<file path="src/rtl/netfpga_pkg.sv">
// Shared types and constants for the NetFPGA clock/reset slice.
// Imported by the reset sequencer and its synchroniser.
package netfpga_pkg;

    typedef enum logic [1:0] {
        WAIT_LOCK = 2'd0,
        STABLE    = 2'd1,
        RELEASE   = 2'd2,
        RUN       = 2'd3
    } rst_state_t;

    localparam int LOSS_W = 8;

endpackage

</file>
<file path="src/rtl/netfpga_sync2.sv">
// Two-flop synchroniser with asynchronous active-low clear.
// Generic width so other CDC points can reuse it.
module netfpga_sync2 #(
    parameter int W = 1
) (
    input  logic         CLK,
    input  logic         RST_N,
    input  logic [W-1:0] D,
    output logic [W-1:0] Q
);

    logic [W-1:0] meta;

    // Two register stages; both clear to 0 so the output reads "not locked".
    always_ff @(posedge CLK or negedge RST_N) begin
        if (!RST_N) begin
            meta <= '0;
            Q    <= '0;
        end else begin
            meta <= D;
            Q    <= meta;
        end
    end

endmodule

</file>
<file path="src/rtl/netfpga_rst_seq.sv">
// Staged reset sequencer downstream of the DCM.
// Releases SYS_RST then USER_RST after a stable lock; counts lock losses.
module netfpga_rst_seq
    import netfpga_pkg::*;
#(
    parameter int STABLE_CYCLES = 1024,
    parameter int USER_DELAY    = 64,
    parameter int CNT_W         = 16
) (
    input  logic              CLK,
    input  logic              RST_N,
    input  logic              DCM_LOCKED,
    input  logic              SOFT_RST,
    output logic              SYS_RST,
    output logic              USER_RST,
    output logic              READY,
    output logic [1:0]        STATE,
    output logic [LOSS_W-1:0] LOSS_CNT
);

    localparam logic [CNT_W-1:0] STABLE_LAST = CNT_W'(STABLE_CYCLES - 1);
    localparam logic [CNT_W-1:0] USER_LAST   = CNT_W'(USER_DELAY - 1);

    rst_state_t       state;
    logic [CNT_W-1:0] cnt;
    logic             lock_s;
    logic             drop;
    logic             loss;

    netfpga_sync2 #(
        .W(1)
    ) u_sync (
        .CLK  (CLK),
        .RST_N(RST_N),
        .D    (DCM_LOCKED),
        .Q    (lock_s)
    );

    assign drop  = !lock_s || SOFT_RST;
    // Only a real lock loss out of a released state is a countable event.
    assign loss  = !lock_s && ((state == RELEASE) || (state == RUN));
    assign STATE = state;

    // Sequencer FSM; outputs are written with the next state so they move on the same edge.
    always_ff @(posedge CLK or negedge RST_N) begin
        if (!RST_N) begin
            state    <= WAIT_LOCK;
            cnt      <= '0;
            SYS_RST  <= 1'b1;
            USER_RST <= 1'b1;
            READY    <= 1'b0;
        end else begin
            unique case (state)
                WAIT_LOCK: begin
                    cnt <= '0;
                    if (!drop) state <= STABLE;
                end
                STABLE: begin
                    if (drop) begin
                        state <= WAIT_LOCK;
                        cnt   <= '0;
                    end else if (cnt == STABLE_LAST) begin
                        state   <= RELEASE;
                        cnt     <= '0;
                        SYS_RST <= 1'b0;
                    end else begin
                        cnt <= cnt + 1'b1;
                    end
                end
                RELEASE: begin
                    if (drop) begin
                        state   <= WAIT_LOCK;
                        cnt     <= '0;
                        SYS_RST <= 1'b1;
                    end else if (cnt == USER_LAST) begin
                        state    <= RUN;
                        cnt      <= '0;
                        USER_RST <= 1'b0;
                        READY    <= 1'b1;
                    end else begin
                        cnt <= cnt + 1'b1;
                    end
                end
                RUN: begin
                    if (drop) begin
                        state    <= WAIT_LOCK;
                        cnt      <= '0;
                        SYS_RST  <= 1'b1;
                        USER_RST <= 1'b1;
                        READY    <= 1'b0;
                    end
                end
            endcase
        end
    end

    // Saturating lock-loss counter for status readout.
    always_ff @(posedge CLK or negedge RST_N) begin
        if (!RST_N) begin
            LOSS_CNT <= '0;
        end else if (loss && (LOSS_CNT != '1)) begin
            LOSS_CNT <= LOSS_CNT + 1'b1;
        end
    end

endmodule
</file>
<file path="config.mk">
export PLATFORM = sky130hd
export DESIGN_NAME = netfpga_rst_seq
export DESIGN_NICKNAME = d
export VERILOG_FILES = /design/src/rtl/netfpga_pkg.sv /design/src/rtl/netfpga_sync2.sv /design/src/rtl/netfpga_rst_seq.sv
export SDC_FILE = /design/constraint.sdc
export NUM_CORES = 1
export LEC_CHECK = 0
export ABC_AREA = 1
export CORE_MARGIN = 2
export CORE_UTILIZATION = 30
export DETAILED_ROUTE_END_ITERATION = 8
export PLACE_DENSITY_LB_ADDON = 0.08
export SYNTH_ARGS = -nofsm -noshare
export SYNTH_HDL_FRONTEND = slang
export SYNTH_SLANG_ARGS = --single-unit
</file>
<file path="constraint.sdc">
create_clock -name CLK -period 1.3 [get_ports CLK]
set_clock_uncertainty 0.05 [all_clocks]
set_input_delay 0.13 -clock CLK [delete_from_list [all_inputs] [get_ports CLK]]
set_output_delay 0.13 -clock CLK [all_outputs]
set_load 0.01 [all_outputs]
</file>
After elaboration in Yosys (flattened, before gate mapping)
Cells that the tools add are included.

storage, ports and cells
  register bits = 31
  latch bits = 0
  bits in writable memories = 0
  ROM bits = 0
  input bits = 4
  output and inout bits = 13
  memories kept = 0

cells by class
  add/subtract/negate cells = 2
  multiply operators = 0
  divide/modulo/power cells = 0
  order comparisons = 0
  equality and inequality tests = 15
  shifts and indexed selects = 0
  mux-type cells = 24
  bitwise operators = 0
  reduce and logical (&&, ||, !) cells = 12

operators with widths
  cell                                                    number
  2-to-1 mux 16 bit                                       5
  case mux 16 bit (4 select lines)                        1
  adder 16 x 1 -> 16 bit (second input constant)          1
  equality test 16 x 10 -> 1 bit (second input constant)  1
  equality test 16 x 6 -> 1 bit (second input constant)   1
  2-to-1 mux 2 bit                                        6
  AND reduction 4 bit                                     3
  inequality test 2 bit (second input constant)           5
  adder 8 x 1 -> 8 bit (second input constant)            1
  2-to-1 mux 1 bit                                        8
  inequality test 8 bit (second input constant)           1
  case mux 2 bit (4 select lines)                         1
  case mux 1 bit (2 select lines)                         3
  equality test 2 bit (second input constant)             2
  inequality test 2 x 1 -> 1 bit (second input constant)  2
  nonzero test 2 bit                                      2
  inequality test 3 x 2 -> 1 bit (second input constant)  1
  inequality test 3 bit (second input constant)           1
  equality test 2 x 1 -> 1 bit (second input constant)    1
  logical AND 1 bit                                       2
  logical NOT 2 bit                                       1
  logical OR 1 bit                                        2
  OR reduction 2 bit                                      1
  logical NOT 1 bit                                       1

Logic depth before layout (Yosys ltp)
Gate-level depths: netlist of run 1.

  depth after elaboration = 4
  gate-level depth with buffers = 9
  mapped depth without buffers = 9

Cells and area by module
From an unflattened synthesis of run 1, not the netlist that was laid out.

second synthesis, totals
  cells, all modules = 244
  area total of the unflattened synthesis = 2030.7 µm²

by module, submodules not included
  module           instances  cells an instance  area each (µm²)  seq. area each (µm²)
  netfpga_rst_seq  1          242                1980.6           728.2
  netfpga_sync2    1          2                  50.0             50.0

Worst setup path before layout of run 1
Ideal clock, no wire load.

  path type = register to register
  start point = register state[0], in the netlist STATE[0]
  end point = register LOSS_CNT[7]
  arrival time = 1.309 ns
  path slack = -0.184 ns
  stages on the path, launching flop included = 9
  path buffers = 0
  cells stage by stage = dfrtp_1 > inv_1 > ha_1 > nor2_1 > nor2_1 > nand2_1 > inv_1 > nand3_1 > xnor2_1

on the way
  word-level cells in the longest chain between the ends = 4
  elaborated cells on any way between the ends = 5
  those cells by class = eq/ne (2); reduce/logical (3)

ends and longest elaborated chain
  what                    line                    source
  start, declared         netfpga_rst_seq.sv:24   rst_state_t state;
  start signal, assigned  netfpga_rst_seq.sv:47   state <= WAIT_LOCK;
  start signal, assigned  netfpga_rst_seq.sv:56   if (!drop) state <= STABLE;
  start signal, assigned  netfpga_rst_seq.sv:60   state <= WAIT_LOCK;
  equality test 2 bit     netfpga_rst_seq.sv:41   assign loss = !lock_s && ((state == RELEASE) || (state == RUN));
  logical OR 1 bit (*)    netfpga_rst_seq.sv:41
  logical AND 1 bit (*)   netfpga_rst_seq.sv:41
  logical AND 1 bit (*)   netfpga_rst_seq.sv:101  end else if (loss && (LOSS_CNT != '1)) begin
  end signal, assigned    netfpga_rst_seq.sv:102  LOSS_CNT <= LOSS_CNT + 1'b1;
  end, declared           netfpga_rst_seq.sv:18   output logic [LOSS_W-1:0] LOSS_CNT

Every way passes the cells marked *; elsewhere a longest branch is shown, timed or not.
A chain may end at the register's enable or synchronous reset.

Worst setup path in the final report of run 1
  start point = register state[1], in the netlist STATE[1]
  end point = register LOSS_CNT[5]

Same word-level chain as after synthesis.

==> results of run 1 <==
## sequential cells by signal, indices dropped and copies added, names as in the netlist
signal / cells
USER_RST: 1
u_sync.meta: 1
LOSS_CNT: 8
SYS_RST: 1
READY: 1
STATE: 2
cnt: 16
u_sync.Q: 1
## through the flow
step | setup slack [ns] | instances | cell area, sq um | utilization | setup TNS [ns]
global route | -0.200 | 395 | 2990 | 0.502 | -4.58
global placement | -0.271 | 375 | 2490 | 0.418 | -5.09
floorplan | -0.0725 | 242 | 1910 | - | -1.24
detailed placement | -0.294 | 375 | 2490 | 0.418 | -5.60
CTS | -0.128 | 390 | 2830 | 0.476 | -2.54
finish | -0.141 | 395 | 2990 | 0.502 | -2.69
## worst paths after layout
path	end	slack (ns)	depth (start not counted)
max	LOSS_CNT[5]$_DFFE_PN0P_	-0.14	9
min	cnt[11]$_DFFE_PN0N_	0.15	2
max reg2reg	LOSS_CNT[5]$_DFFE_PN0P_	-0.14	9
min reg2reg	u_sync.Q$_DFF_PN0_	0.30	0
max in group asynchronous	SYS_RST$_DFFE_PN1P_	0.80	2
min in group CLK	u_sync.meta$_DFF_PN0_	0.24	1
## cell families (layout without fill, tap and decap cells)
group,count (synthesis),after routing,share of synthesized area
AND/OR/NAND/NOR,138,138,0.330
adder cells (fa/ha/maj),7,7,0.0470
XOR/XNOR,15,15,0.0705
AO/OA/AOI/OAI,24,24,0.0805
flip-flops,31,31,0.417
buffers and inverters,27,105,0.0550
## where the power goes
part           internal [mW]  switching, mW  total [mW]  leakage, nW
Clock                  0.620          0.385        1.00       0.0612
Combinational          0.754          0.831        1.58        0.844
Sequential              1.09         0.0992        1.19        0.409
Total                   2.47           1.32        3.78         1.31
## cell usage in the layout, fill, tap and decap left out, types with 2 or more instances in the layout
master	synthesis	layout
sky130_fd_sc_hd__a21oi_2	1	7
sky130_fd_sc_hd__buf_4	0	46
sky130_fd_sc_hd__buf_6	0	8
sky130_fd_sc_hd__clkbuf_2	0	3
sky130_fd_sc_hd__clkbuf_8	0	6
sky130_fd_sc_hd__clkdlybuf4s15_1	0	4
sky130_fd_sc_hd__clkdlybuf4s50_1	0	3
sky130_fd_sc_hd__dfrtp_1	29	25
sky130_fd_sc_hd__dfrtp_2	0	4
sky130_fd_sc_hd__dfstp_2	2	2
sky130_fd_sc_hd__dlygate4sd2_1	0	6
sky130_fd_sc_hd__ha_4	0	5
sky130_fd_sc_hd__inv_1	25	17
sky130_fd_sc_hd__inv_2	1	6
sky130_fd_sc_hd__inv_4	0	3
sky130_fd_sc_hd__nand2_1	78	60
sky130_fd_sc_hd__nand2_2	3	16
sky130_fd_sc_hd__nand2_4	3	4
sky130_fd_sc_hd__nand2_8	0	4
sky130_fd_sc_hd__nand3_1	13	7
sky130_fd_sc_hd__nand3_2	2	6
sky130_fd_sc_hd__nand3_4	0	2
sky130_fd_sc_hd__nand4_1	2	2
sky130_fd_sc_hd__nor2_1	27	16
sky130_fd_sc_hd__nor2_2	5	10
sky130_fd_sc_hd__nor2_4	1	7
sky130_fd_sc_hd__nor3_2	1	2
sky130_fd_sc_hd__o21ai_1	2	5
sky130_fd_sc_hd__o21ai_2	6	9
sky130_fd_sc_hd__xnor2_1	4	4
sky130_fd_sc_hd__xor2_1	11	11
## what timing repair did
| item | CTS | global route |
|---|---|---|
| setup endpoints to repair | 42 | 35 |
| buffers inserted | 7 | 5 |
| cloned | 0 | 0 |
| gates resized for setup | 59 | 48 |
| pin swaps | 18 | 18 |
## critical path, stage by stage (launching register included)
cell and delay (ns):
sky130_fd_sc_hd__dfrtp_2 0.45, sky130_fd_sc_hd__buf_6 0.14, sky130_fd_sc_hd__ha_4 0.17, sky130_fd_sc_hd__nor2_4 0.12, sky130_fd_sc_hd__nor2_2 0.04, sky130_fd_sc_hd__nand2_2 0.10, sky130_fd_sc_hd__inv_4 0.06, sky130_fd_sc_hd__buf_6 0.12
sky130_fd_sc_hd__nand2_2 0.05, sky130_fd_sc_hd__nand2_1 0.04
## layout make-up
| type | count | area (sq um) |
|---|---|---|
| clock buffer | 6 | 82.6 |
| clock inverter | 2 | 35.0 |
| fill | 596 | 2970 |
| inverter | 26 | 105 |
| multi-input combinational | 184 | 1290 |
| sequential | 31 | 783 |
| tap | 75 | 93.8 |
| timing repair buffer | 71 | 593 |
## routing by layer
layer,vias to the layer above,global-route usage,wire (microns)
li1,911,-,-
met1,825,0.184,2170
met2,21,0.224,2170
met3,7,0.0308,131
met4,0,0.0581,75
met5,-,0,0
==> impl_results.md, run 1 <==
* Sort of element at the end of the critical path: flop
* Number of buffers created by CTS at 5
* Max H-tree Level at 2
* Share of Yosys cell area claimed by the top area cell type at 0.389
* Boundary Pins at 17
* Remaining antenna violation count after routing at 0
* Total core area at 5960 sq um
* Largest area contributor in the netlist: sky130_fd_sc_hd__dfrtp_1
* Number of buffers between clock root and the deepest sink at 2
* Fraction of layout instances using a drive strength above 1 at 0.481
* Nets at 330
* Final-report setup violation count at 28
* Residual overflow from global routing at 0
* Peak clock frequency supported by timing at 694 MHz
* Horizontal die dimension at 82.8 microns
* GP Congestion at 0.757
* Most instantiated flip-flop cell in the synthesis netlist: sky130_fd_sc_hd__dfrtp_1
* Critical path launch point: STATE[1]$_DFFE_PN0P_
* Post-cts hold buffer count at 0
* Setup repair after global routing missed its margin: yes
* Number of DRC markers in iteration 0 at 38
* TritonCTS Sinks at 31
* Failing checks: setup timing
* Die extent in y at 82.8 microns
* R2r startpoint: STATE[1]$_DFFE_PN0P_
* Netlist area before placement at 1860 sq um
* Worst IR drop on VDD at 760 uV
* Maximum capacitance violations at 0
* Syn avg cell area at 7.70 sq um
* Gate Count Post-Synth at 242
* Data arrival, critical path at 1.58 ns
* PD cells at 1270 nW/um^2
* Via count of the first global-routing pass at 1735
* Standard-cell row count at 28
* Crit share post-route at 1.11
* Kind of path behind the tightest hold check: in -> async
* Diode insertion count for antenna repair at 0
* Post-synthesis net count at 253
* Number of enable-type register cells in the synthesized netlist at 0
* Setup Crit Path Kind: reg -> reg
* Maximum number of pins on one net before global-route repair at 32
* Hold slack final at 0.154 ns
* Via/cell ratio at 4.47
* Final Hold Vio Count at 0
* Highest net fanout along the worst path at 6
* Vias at 1764
* Top cells by area in the synthesized netlist: sky130_fd_sc_hd__dfrtp_1 (39%), sky130_fd_sc_hd__nand2_1 (16%), sky130_fd_sc_hd__nor2_1 (5.4%)
* Post-synth top cells: sky130_fd_sc_hd__nand2_1 (78), sky130_fd_sc_hd__dfrtp_1 (29), sky130_fd_sc_hd__nor2_1 (27)
* Root buf cell: sky130_fd_sc_hd__clkbuf_8
* Detail-routed net length per standard cell at 11.5 microns
* Proportion of register bits with asynchronous set or reset after synthesis at 1.00
* Dominant cell by count in the synthesized netlist: sky130_fd_sc_hd__nand2_1
* Wire length of the first global-routing pass at 7870 microns
* TritonCTS clock tree: yes
* Worst-case setup margin in the final layout at -0.141 ns
* Slew at the pin closest to its max-slew limit at 0.296 ns
* Post-DP HPWL at 3180 microns
* Count of different cell masters after synthesis at 27
* GRT Util Overall at 0.140
* Sequential cell area fraction in the yosys report at 0.417
* Post-layout power at 3.78 mW
* Area Growth Syn to Fin at 60.3%
* Worst Setup Start Kind: flop
* Initial antenna violation count at 0
* Required @ worst endpoint at 1.43 ns
* Count of port buffers added during placement at 16
* Post-synthesis register bit count at 31
* Outcome: finished with violations
* Die area at 6860 sq um
* Worst skew pair latency at 0.29 ns
* Headroom to the max-slew limit at 0.802
* Yosys warns at 0
* Static leakage power at 1.31 nW
* Fin crit period at 1.44 ns
* Post-CTS clock slew at the launch and capture registers of the worst setup and hold paths at 0.07 ns
* Pins Over Slew Limit at 0
* Final Routed Wirelength at 4540 microns
* First drt pass iteration count at 4
* Starting utilization of the core area at 0.313
* DRC Markers at 0
(Power assumes the default switching activity.)
==> run 2, diff against run 1 <==
GPL_TIMING_DRIVEN = 0   (was default)
clock period = 1.31 ns   (was 1.3 ns; I/O delays follow)
==> run 2 against run 1 <==
  * The run still ends with setup timing left
  * Via count shrank 6.1%
  * Die area is the same
  * Clock-buffer cell count is the same
  * Wire length shrank 2.8%
  * Critical path type unchanged
  * Critical endpoint is now cnt[11]$_DFFE_PN0N_
  * Largest cell class unchanged
  * Largest power group is now registers
==> impl_results.md, run 2 (synthesized netlist as in run 1, its figures left out) <==
* Worst-case setup margin in the final layout at -0.147 ns (-0.00633 ns)
* First drt pass iteration count at 4 (unchanged)
* Failing checks: setup timing
* Hold slack final at 0.237 ns (+0.0824 ns)
* Final Hold Vio Count at 0 (unchanged)
* Setup TNS Final at -3.28 ns (-0.589 ns)
* Maximum number of pins on one net before global-route repair at 32 (unchanged)
* Number of cells on the critical path at 6 (-3)
* Residual overflow from global routing at 0 (unchanged)
* Internal Dissipation at 2.22 mW (-9.9%)
* Kind of path behind the tightest hold check: in -> reg
* Highest net fanout along the worst path at 6 (unchanged)
* DRC Markers at 0 (unchanged)
* Vias at 1656 (-6.1%)
* Peak clock frequency supported by timing at 686 MHz (-1.1%)
* Die area at 6860 sq um (unchanged)
* Post-DP HPWL at 2850 microns (-10%)
* GP Congestion at 0.774 (+2.3%)
* Nets at 298 (-9.7%)
* Buffers and inverters on the worst path at 2 (-1)
* Count of port buffers added during placement at 16 (unchanged)
* Kind of cell with the highest combined delay on the critical path: flip-flops
* Destination of the worst register-to-register timing path: cnt[11]$_DFFE_PN0N_
* Required @ worst endpoint at 1.46 ns (+0.03 ns)
* Pins Over Slew Limit at 0 (unchanged)
* Die extent in y at 82.8 microns (unchanged)
* Via/cell ratio at 4.56 (+2.2%)
* CP Cell Sequence: inv_4 -> ha_2 -> nand2_1 -> inv_2 -> nand2_8 -> o21ai_2
* Total core area at 5960 sq um (unchanged)
* Starting utilization of the core area at 0.313 (unchanged)
* Data arrival, critical path at 1.61 ns (+0.03 ns)
* GRT Util Overall at 0.134 (-0.00622)
* Detail-routed net length per standard cell at 12.2 microns (+5.8%)
* Headroom to the max-slew limit at 0.519 (-0.283)
* R2r startpoint: STATE[1]$_DFFE_PN0P_
* Static leakage power at 1.14 nW (-13%)
* Switching power share of the total at 0.350 (+0.00242)
* Fraction of layout instances using a drive strength above 1 at 0.389 (-0.0924)
* Setup Crit Path Kind: reg -> reg
* Slew at the pin closest to its max-slew limit at 0.722 ns (+0.426 ns)
* Max H-tree Level at 2 (unchanged)
* Placement Setup Slack at -0.370 ns (-0.0762 ns)
* Final-report setup violation count at 29 (+3.6%)
* CP max stage delay at 0.46 ns (about the same)
* Crit share post-route at 1.11 (+0.00400)
* Area Growth Syn to Fin at 44.7%
* Boundary Pins at 17 (unchanged)
* Root buf cell: sky130_fd_sc_hd__clkbuf_8
* Worst skew pair latency at 0.28 ns (about the same)
* Most frequent cells in the layout: sky130_fd_sc_hd__nand2_1 (63), sky130_fd_sc_hd__dfrtp_1 (22), sky130_fd_sc_hd__buf_4 (21)
* Flip-flop count of the largest register after layout at 16 (unchanged)
* Final Routed Wirelength at 4420 microns (-2.8%)
* Initial antenna violation count at 0 (unchanged)
* Number of DRC markers in iteration 0 at 59 (+55%)
* Sort of element at the end of the critical path: flop
* Wire length of the first global-routing pass at 7510 microns (-4.5%)
* Sequential group share of total power at 0.357 (+0.042)
* Fin crit period at 1.46 ns (+0.0163 ns)
* Worst Setup Start Kind: flop
* Via count of the first global-routing pass at 1630 (-6.1%)
* Cell depth of the worst hold path at 1
* Worst Min Path Start: DCM_LOCKED
* Horizontal die dimension at 82.8 microns (unchanged)
* End of the worst hold path: u_sync.meta$_DFF_PN0_
* Number of buffers created by CTS at 5 (unchanged)
* Register-to-register setup slack at -0.15 ns (about the same)
* Post-CTS clock slew at the launch and capture registers of the worst setup and hold paths at 0.07 ns (about the same)
* TritonCTS Sinks at 31 (unchanged)
* PD cells at 1270 nW/um^2 (+0.19%)
* Clock share of power at 0.288 (+0.022)
* Most flops, register: cnt
* Maximum capacitance violations at 0 (unchanged)
* Combinational power share at 0.355 (-0.064)
* Standard-cell row count at 28 (unchanged)
* Switching power total at 1.20 mW (-8.9%)
* Number of buffers between clock root and the deepest sink at 2 (unchanged)
* Path depth of the worst reg2reg path at 6 (-3)
* Leading cell type in the layout, fill and taps excluded: sky130_fd_sc_hd__nand2_1
* Outcome: finished with violations
* TritonCTS clock tree: yes
* Remaining antenna violation count after routing at 0 (unchanged)
* Diode insertion count for antenna repair at 0 (unchanged)
* Max stage delay cell, worst path: sky130_fd_sc_hd__dfrtp_2
* Worst IR drop on VDD at 824 uV (+8.4%)
* Setup repair after global routing missed its margin: yes
[run 2: cell count changes in the layout (fill, tap and decap cells not counted), moves of 4 or more]
cell / previous run / this run
sky130_fd_sc_hd__clkdlybuf4s15_1: 4 / 0
sky130_fd_sc_hd__nor2_1: 16 / 20
sky130_fd_sc_hd__nor2_2: 10 / 4
sky130_fd_sc_hd__buf_4: 46 / 21
sky130_fd_sc_hd__dlygate4sd2_1: 6 / 11
sky130_fd_sc_hd__buf_6: 8 / 2
[run 2: timing repair]
action                     in CTS  in global routing
setup buffers                  14                  7
resized for setup              50                 36
hold endpoints to repair       29                  0
pin swaps                       6                 14
setup endpoints to repair      42                 29
hold buffers                    1                  0
[run 2: cell type report]
type	instances	area, sq um
fill	627	3260
multi-input combinational	184	1260
sequential	31	787
timing repair buffer	38	312
inverter	26	114
tap	75	93.8
clock buffer	6	82.6
clock inverter	2	35.0
buffer	1	15.0
[run 2: worst max path at each step]
stage / start / to / slack, ns
finish: STATE[1]$_DFFE_PN0P_ / cnt[11]$_DFFE_PN0N_ / -0.15
global placement: RST_N / STATE[1]$_DFFE_PN0P_ / -0.78
floorplan: STATE[1]$_DFFE_PN0P_ / cnt[2]$_DFFE_PN0N_ / -0.06
CTS: STATE[0]$_DFFE_PN0P_ / cnt[3]$_DFFE_PN0N_ / -0.16
detailed placement: SOFT_RST / cnt[12]$_DFFE_PN0N_ / -0.37
global route: LOSS_CNT[1]$_DFFE_PN0P_ / LOSS_CNT[3]$_DFFE_PN0P_ / -0.23
[run 2: power by group through the flow]
stage	Clock [mW]	Combinational (mW)	Sequential (mW)
floorplan	0	0.530	1.25
global placement	0	0.906	1.22
detailed placement	0	0.905	1.21
CTS	1.02	1.03	1.21
global route	1.06	1.35	1.24
finish	0.984	1.22	1.22
[run 2: metrics by stage]
stage / total power, mW / util / area [sq um] / std cells
floorplan: 1.78 / - / 1910 / 242
global placement: 2.12 / 0.364 / 2170 / 333
detailed placement: 2.12 / 0.363 / 2160 / 333
CTS: 3.27 / 0.424 / 2520 / 356
global route: 3.65 / 0.453 / 2700 / 363
finish: 3.42 / 0.453 / 2700 / 363
[run 2: worst reg2reg max path: stages (launching register included)]
cell                      delay [ns]
sky130_fd_sc_hd__dfrtp_2        0.46
sky130_fd_sc_hd__inv_4          0.07
sky130_fd_sc_hd__ha_2           0.39
sky130_fd_sc_hd__nand2_1        0.08
sky130_fd_sc_hd__inv_2          0.13
sky130_fd_sc_hd__nand2_8        0.09
sky130_fd_sc_hd__o21ai_2        0.12
[run 2: metal layers]
metal | up-vias | routed length [microns] | global-route usage
met1 | 794 | 2140 | 0.179
met5 | - | 0 | 0
li1 | 845 | - | -
met2 | 15 | 2110 | 0.220
met3 | 2 | 133 | 0.0298
met4 | 0 | 33 | 0.0358
